## config.mk

```make
export PLATFORM = sky130hd
export DESIGN_NAME = smbm_ctrl
export DESIGN_NICKNAME = d
export VERILOG_FILES = /design/src/rtl/smbm_ctrl.sv
export SDC_FILE = /design/constraint.sdc
export NUM_CORES = 1
export LEC_CHECK = 0
export CAP_MARGIN = 20
export CORE_AREA = 5 5 239 241
export CTS_CLUSTER_SIZE = 40
export DETAILED_ROUTE_END_ITERATION = 10
export DIE_AREA = 0 0 244 246
export PLACE_DENSITY = 0.53
export SETUP_SLACK_MARGIN = 0.05
export SLEW_MARGIN = 20
export SYNTH_ARGS = -nofsm -noshare
export SYNTH_HDL_FRONTEND = slang
export SYNTH_SLANG_ARGS = --single-unit
```

## constraint.sdc

```tcl
create_clock -name clk -period 2.8 [get_ports clk]
set_input_delay 0.7 -clock clk [delete_from_list [all_inputs] [get_ports clk]]
set_output_delay 0.7 -clock clk [all_outputs]
set_load 0.03 [all_outputs]
```

## src/rtl/smbm_ctrl.sv

```systemverilog
// smbm_ctrl: round-robin sequencer issuing ADD/DELETE/READ to one smbm instance,
// tracking occupancy, rejecting overflow/underflow and watchdogging sm_done.
module smbm_ctrl #(
    parameter int BIT_VEC_SIZE       = 256,
    parameter int BIT_VEC_SIZE_LOG   = 8,
    parameter int NUM_OF_METRICS     = 4,
    parameter int NUM_OF_METRICS_LOG = 2,
    parameter int TIMEOUT            = 15
) (
    input  logic                          clk,
    input  logic                          rst,
    input  logic                          upd_valid,
    output logic                          upd_ready,
    input  logic                          upd_op,
    input  logic [BIT_VEC_SIZE_LOG-1:0]   upd_id,
    input  logic [8*NUM_OF_METRICS-1:0]   upd_metric,
    input  logic                          rd_valid,
    output logic                          rd_ready,
    input  logic [BIT_VEC_SIZE-1:0]       rd_mask,
    input  logic [NUM_OF_METRICS_LOG-1:0] rd_metric,
    input  logic                          rd_filter,
    output logic [2:0]                    sm_opcode,
    output logic [BIT_VEC_SIZE_LOG-1:0]   sm_id,
    output logic [8*NUM_OF_METRICS-1:0]   sm_metric_val,
    output logic [BIT_VEC_SIZE-1:0]       sm_in,
    output logic [NUM_OF_METRICS_LOG-1:0] sm_metricX,
    output logic [2:0]                    sm_opcode_in,
    input  logic                          sm_done,
    output logic                          rsp_valid,
    output logic [1:0]                    rsp_kind,
    output logic [1:0]                    rsp_status,
    output logic [BIT_VEC_SIZE_LOG:0]     occupancy,
    output logic                          busy
);
    localparam int TW = $clog2(TIMEOUT + 1);
    localparam logic [BIT_VEC_SIZE_LOG:0] CAP = BIT_VEC_SIZE[BIT_VEC_SIZE_LOG:0];
    localparam logic [TW-1:0] TMAX = TIMEOUT[TW-1:0];
    typedef enum logic [1:0] {IDLE, ISSUE, WAIT, RESP} state_t;
    state_t state;
    logic prefer_upd;
    logic [TW-1:0] timer;
    logic idle, grant_upd, grant_rd;
    assign idle      = (state == IDLE) && !rst;
    assign grant_upd = idle && upd_valid && (!rd_valid || prefer_upd);
    assign grant_rd  = idle && rd_valid && !grant_upd;
    assign upd_ready = grant_upd;
    assign rd_ready  = grant_rd;
    assign busy      = state != IDLE;
    always_ff @(posedge clk) begin
        if (rst) begin
            state         <= IDLE;
            prefer_upd    <= 1'b1;
            timer         <= '0;
            sm_opcode     <= 3'b111;
            sm_opcode_in  <= 3'b111;
            sm_id         <= '0;
            sm_metric_val <= '0;
            sm_in         <= '0;
            sm_metricX    <= '0;
            rsp_valid     <= 1'b0;
            rsp_kind      <= 2'd0;
            rsp_status    <= 2'd0;
            occupancy     <= '0;
        end else begin
            rsp_valid <= 1'b0;
            case (state)
                IDLE: if (grant_upd || grant_rd) begin
                    prefer_upd <= grant_rd;
                    rsp_kind   <= grant_rd ? 2'd2 : {1'b0, upd_op};
                    if (grant_upd) begin
                        sm_id         <= upd_id;
                        sm_metric_val <= upd_metric;
                        sm_opcode_in  <= 3'b111;
                    end else begin
                        sm_in        <= rd_mask;
                        sm_metricX   <= rd_metric;
                        sm_opcode_in <= rd_filter ? 3'b010 : 3'b101;
                    end
                    // Overflow/underflow rejects skip the smbm entirely
                    if (grant_upd && !upd_op && occupancy == CAP) begin
                        state      <= RESP;
                        rsp_valid  <= 1'b1;
                        rsp_status <= 2'd1;
                    end else if (grant_upd && upd_op && occupancy == '0) begin
                        state      <= RESP;
                        rsp_valid  <= 1'b1;
                        rsp_status <= 2'd2;
                    end else begin
                        state     <= ISSUE;
                        sm_opcode <= grant_rd ? 3'b010 : {2'b00, upd_op};
                    end
                end
                ISSUE: begin
                    sm_opcode <= 3'b111;
                    timer     <= '0;
                    state     <= WAIT;
                end
                WAIT: if (sm_done) begin
                    occupancy  <= rsp_kind == 2'd0 ? occupancy + 1'b1 :
                                  rsp_kind == 2'd1 ? occupancy - 1'b1 : occupancy;
                    state      <= RESP;
                    rsp_valid  <= 1'b1;
                    rsp_status <= 2'd0;
                end else if (timer == TMAX) begin
                    state      <= RESP;
                    rsp_valid  <= 1'b1;
                    rsp_status <= 2'd3;
                end else begin
                    timer <= timer + 1'b1;
                end
                default: state <= IDLE;
            endcase
        end
    end
endmodule

```

==> impl_metrics.csv <==
group,metric,value,unit
worst_setup_path,slowest_delay,0.42,ns
outcome,status,"finished clean",
sta,finalSetupViolations,0,
floorplanning,die-area,60000,um^2
sta,hold_viol,0,
sta,drv_slew,0,
clocking,cts_root_buffer,"clkbuf_16",
yosys,mappedNetlistNets,1809,
pwr,p_leak,7.17,nW
worst_setup_path,cp-startpoint,"state[0]",
yosys,synthArstFlopShare,0,%
worst_setup_path,crit_chain,"inv_1 > ha_1 > buf_4 > inv_1 > clkdlybuf4s15_1",
clocking,clkTransAtPathRegs,0.05,ns
layout,areaGrowthSynthToFinish,70.4,%
drt,via_count,12100,
clocking,cts_tree,"built",
pwr,netSwitchingFraction,32.4,%
yosys,synth-main-ff-cell,"dfxtp_1",
sta,fin_crit_sh,93.6,%
floorplanning,fp.coreArea,54700,um^2
layout,postLayoutCoreUtil,36.5,%
drt,via_per_inst,4.30,
drt,wire_per_inst,16.7,um
pwr,p_int,9.68,mW
job,cap_viol_max_count,0,
clocking,cts_hold_buf,0,
sta,period_needed,2.62,ns
drt,drtPass1Iterations,5,
worst_setup_path,worstPathRequired,2.10,ns
yosys,synth_edf_count,0,
sta,final.setup_skew,0.0134,ns
sta,slew_headroom,45.9,%
layout,fin_cells,2802,
yosys,yosysSeqAreaShare,55.4,%
min_path,min_path_type,"flip-flop to flip-flop",
pwr,ir_drop,421,uV
clocking,worstSkewPairLatency,0.53,ns
floorplanning,die_height,246,um
floorplanning,rows,86,
worst_setup_path,path_common_cell,"inv_1",
placed_design,placed_cells,2737,
sta,tightest_slew,0.812,ns
drt,drtAntennaViolNets,0,
layout,final_layout_size_suffix_gt1_share,4.48,%
floorplanning,initial_core_util,21.4,%
placed_design,port_buffers,625,
clocking,cts_made_buffers,39,
sta,rsz0062_at_grt,"no",
min_path,hold_start,"sm_in[93]",
clocking,clockBufferDepth,3,
yosys,ys_warn_count,0,
floorplanning,pin_count,626,
pwr,pwr-share-comb,28.5,%
yosys,syn_area,11700,um^2
worst_setup_path,path_max_fanout,17,
clocking,htreeDepth,2,
pwr,p_seq_share,37.4,%
grt,antenna_found_initial,1,
yosys,syn_avg_cell_area,7.85,um^2
clocking,cts.sinks,324,
yosys,yosys.cell_types.count,50,
grt,grt_util_all_layers,14.5,%
grt,grt_pass1_vias,11900,
sta,fmax,381,MHz
pwr,p_per_area,717,nW/um^2
worst_setup_path,slowest_stage,"clkdlybuf4s15_1",
worst_setup_path,r2r-start,"rsp_kind[1]",
drt,drcViolationCount,0,
worst_setup_path,critPathLaunchType,"flip-flop",
grt,grt_pass1_wl,70000,um
placed_design,post-dp-hpwl,33400,um
yosys,synth_seq_cells,324,
layout,nNetsFinal,2392,
worst_setup_path,arrival,1.92,ns
grt,grt_max_degree,148,
clocking,cts_setup_buffers,0,
pwr,clockPowerShare,34.1,%
pwr,design_power_total,14.3,mW
drt,drt-total-wl,46700,um
pwr,p_sw,4.64,mW
floorplanning,die_x,244,um
worst_setup_path,cp-end-kind,"output port",
placed_design,gp_congestion,0.767,
yosys,syn_inst,1491,
worst_setup_path,worstSetupPathType,"flip-flop to output port",
drt,first_iter_violations,480,
grt,overflow,0,
-- power by group through the flow --
stage	clock [mW]	combinational, mW	sequential (mW)
floorplan	0	1.34	6.31
global placement	0	4.10	5.43
detailed placement	0	4.13	5.45
CTS	5.11	4.14	5.36
global route	5.28	4.38	5.42
finish	4.88	4.08	5.35
-- area by class of cell --
| class | instances | area (um^2) |
|---|---|---|
| Antenna cell | 1 | 2.50 |
| Clock buffer | 57 | 1190 |
| Clock inverter | 7 | 47.5 |
| Fill cell | 5547 | 34700 |
| Inverter | 16 | 67.6 |
| Multi-Input combinational cell | 1046 | 4740 |
| Sequential cell | 324 | 6490 |
| Tap cell | 704 | 881 |
| Timing Repair Buffer | 647 | 6540 |
-- stage by stage --
step           hold WS, ns  TNS [ns]  cell area, um^2  worst slack, ns
3_3_place_gp         0.441   -0.0861            18700          -0.0861
2_1_floorplan        0.465         0            11700            0.405
3_5_place_dp         0.446   -0.0428            18700          -0.0428
4_1_cts              0.453         0            20000           0.0617
5_1_grt              0.466         0            20000           0.0577
6_report             0.452         0            20000            0.178
-- cells by family (layout without fill, tap and decap cells) --
| kind of cell | count (synthesis) | count (layout) | share of synthesized area [%] |
|---|---|---|---|
| xor+xnor | 3 | 3 | 0.224 |
| compound gates | 313 | 313 | 14.3 |
| other cells | 0 | 1 | 0 |
| simple gates | 714 | 714 | 24.2 |
| mux | 3 | 3 | 0.267 |
| fa+ha+maj | 13 | 13 | 1.45 |
| flops | 324 | 324 | 55.4 |
| buf+inv | 121 | 727 | 4.19 |
-- metal layers --
metal	routed length [um]	GRT usage, %
met3	4580	6.06
met1	18400	16.4
met4	1760	5.92
met2	21900	24.1
met5	0	0
-- what timing repair did --
action / in CTS / in global routing
pin swaps: 0 / 0
endpoints found under the setup margin: 2 / 2
resized for setup: 4 / 3
-- cell usage after synthesis, drive strengths merged, types with 3 or more instances --
cell type	n	area, um^2
buf	36	171
nand2b	4	25.0
a21oi	277	1390
nor2	14	52.6
ha	12	150
nand3	51	260
a21o	3	22.5
nor4	4	25.0
clkbuf	69	259
o31ai	3	22.5
dfxtp	324	6490
nand2	620	2330
a2111oi	3	32.5
nor3	5	25.0
inv	15	56.3
o21ai	11	55.1
nor2b	3	18.8
-- final timing paths --
kind                                     end  slack, ns  depth (start not counted)
worst max-delay path                    busy       0.18                          5
worst min-delay path               sm_in[93]       0.45                          2
worst max register to register  occupancy[8]       0.36                          8
worst min register to register     sm_in[93]       0.45                          2
-- cell usage in the layout, fill, tap and decap left out, types with 2 or more instances in the layout --
master	count
a2111oi_0	2
a211oi_1	2
a21o_1	3
a21oi_1	277
a31oi_1	2
and2_1	2
and3_1	2
buf_12	10
buf_4	13
clkbuf_1	6
clkbuf_16	41
clkbuf_8	11
clkdlybuf4s50_1	621
clkinv_2	3
clkinv_4	2
clkinvlp_4	2
dfxtp_1	324
ha_1	12
inv_1	14
mux2i_1	2
nand2_1	620
nand2b_1	4
nand3_1	50
nand4_1	2
nor2_1	14
nor2b_1	3
nor3_1	5
nor4_1	4
o21a_1	2
o21ai_0	11
o31ai_1	3
or2_2	2
xor2_1	2
-- worst max-delay path: cells and delay by family, from the launching register on --
| family | cells | cell delay [ns] |
|---|---|---|
| fa+ha+maj | 1 | 0.23 |
| buf+inv | 4 | 0.79 |
| flops | 1 | 0.36 |
-- flip-flops by register name, indices dropped and copies added, names as in the netlist --
| name | count |
|---|---|
| sm_metricX | 2 |
| rsp_valid | 1 |
| timer | 4 |
| sm_id | 8 |
| sm_metric_val | 32 |
| occupancy | 9 |
| state | 2 |
| sm_in | 256 |
| prefer_upd | 1 |
| sm_opcode_in | 2 |
| sm_opcode | 3 |
| rsp_kind | 2 |
| rsp_status | 2 |
Power figures use the tool's default switching activity.
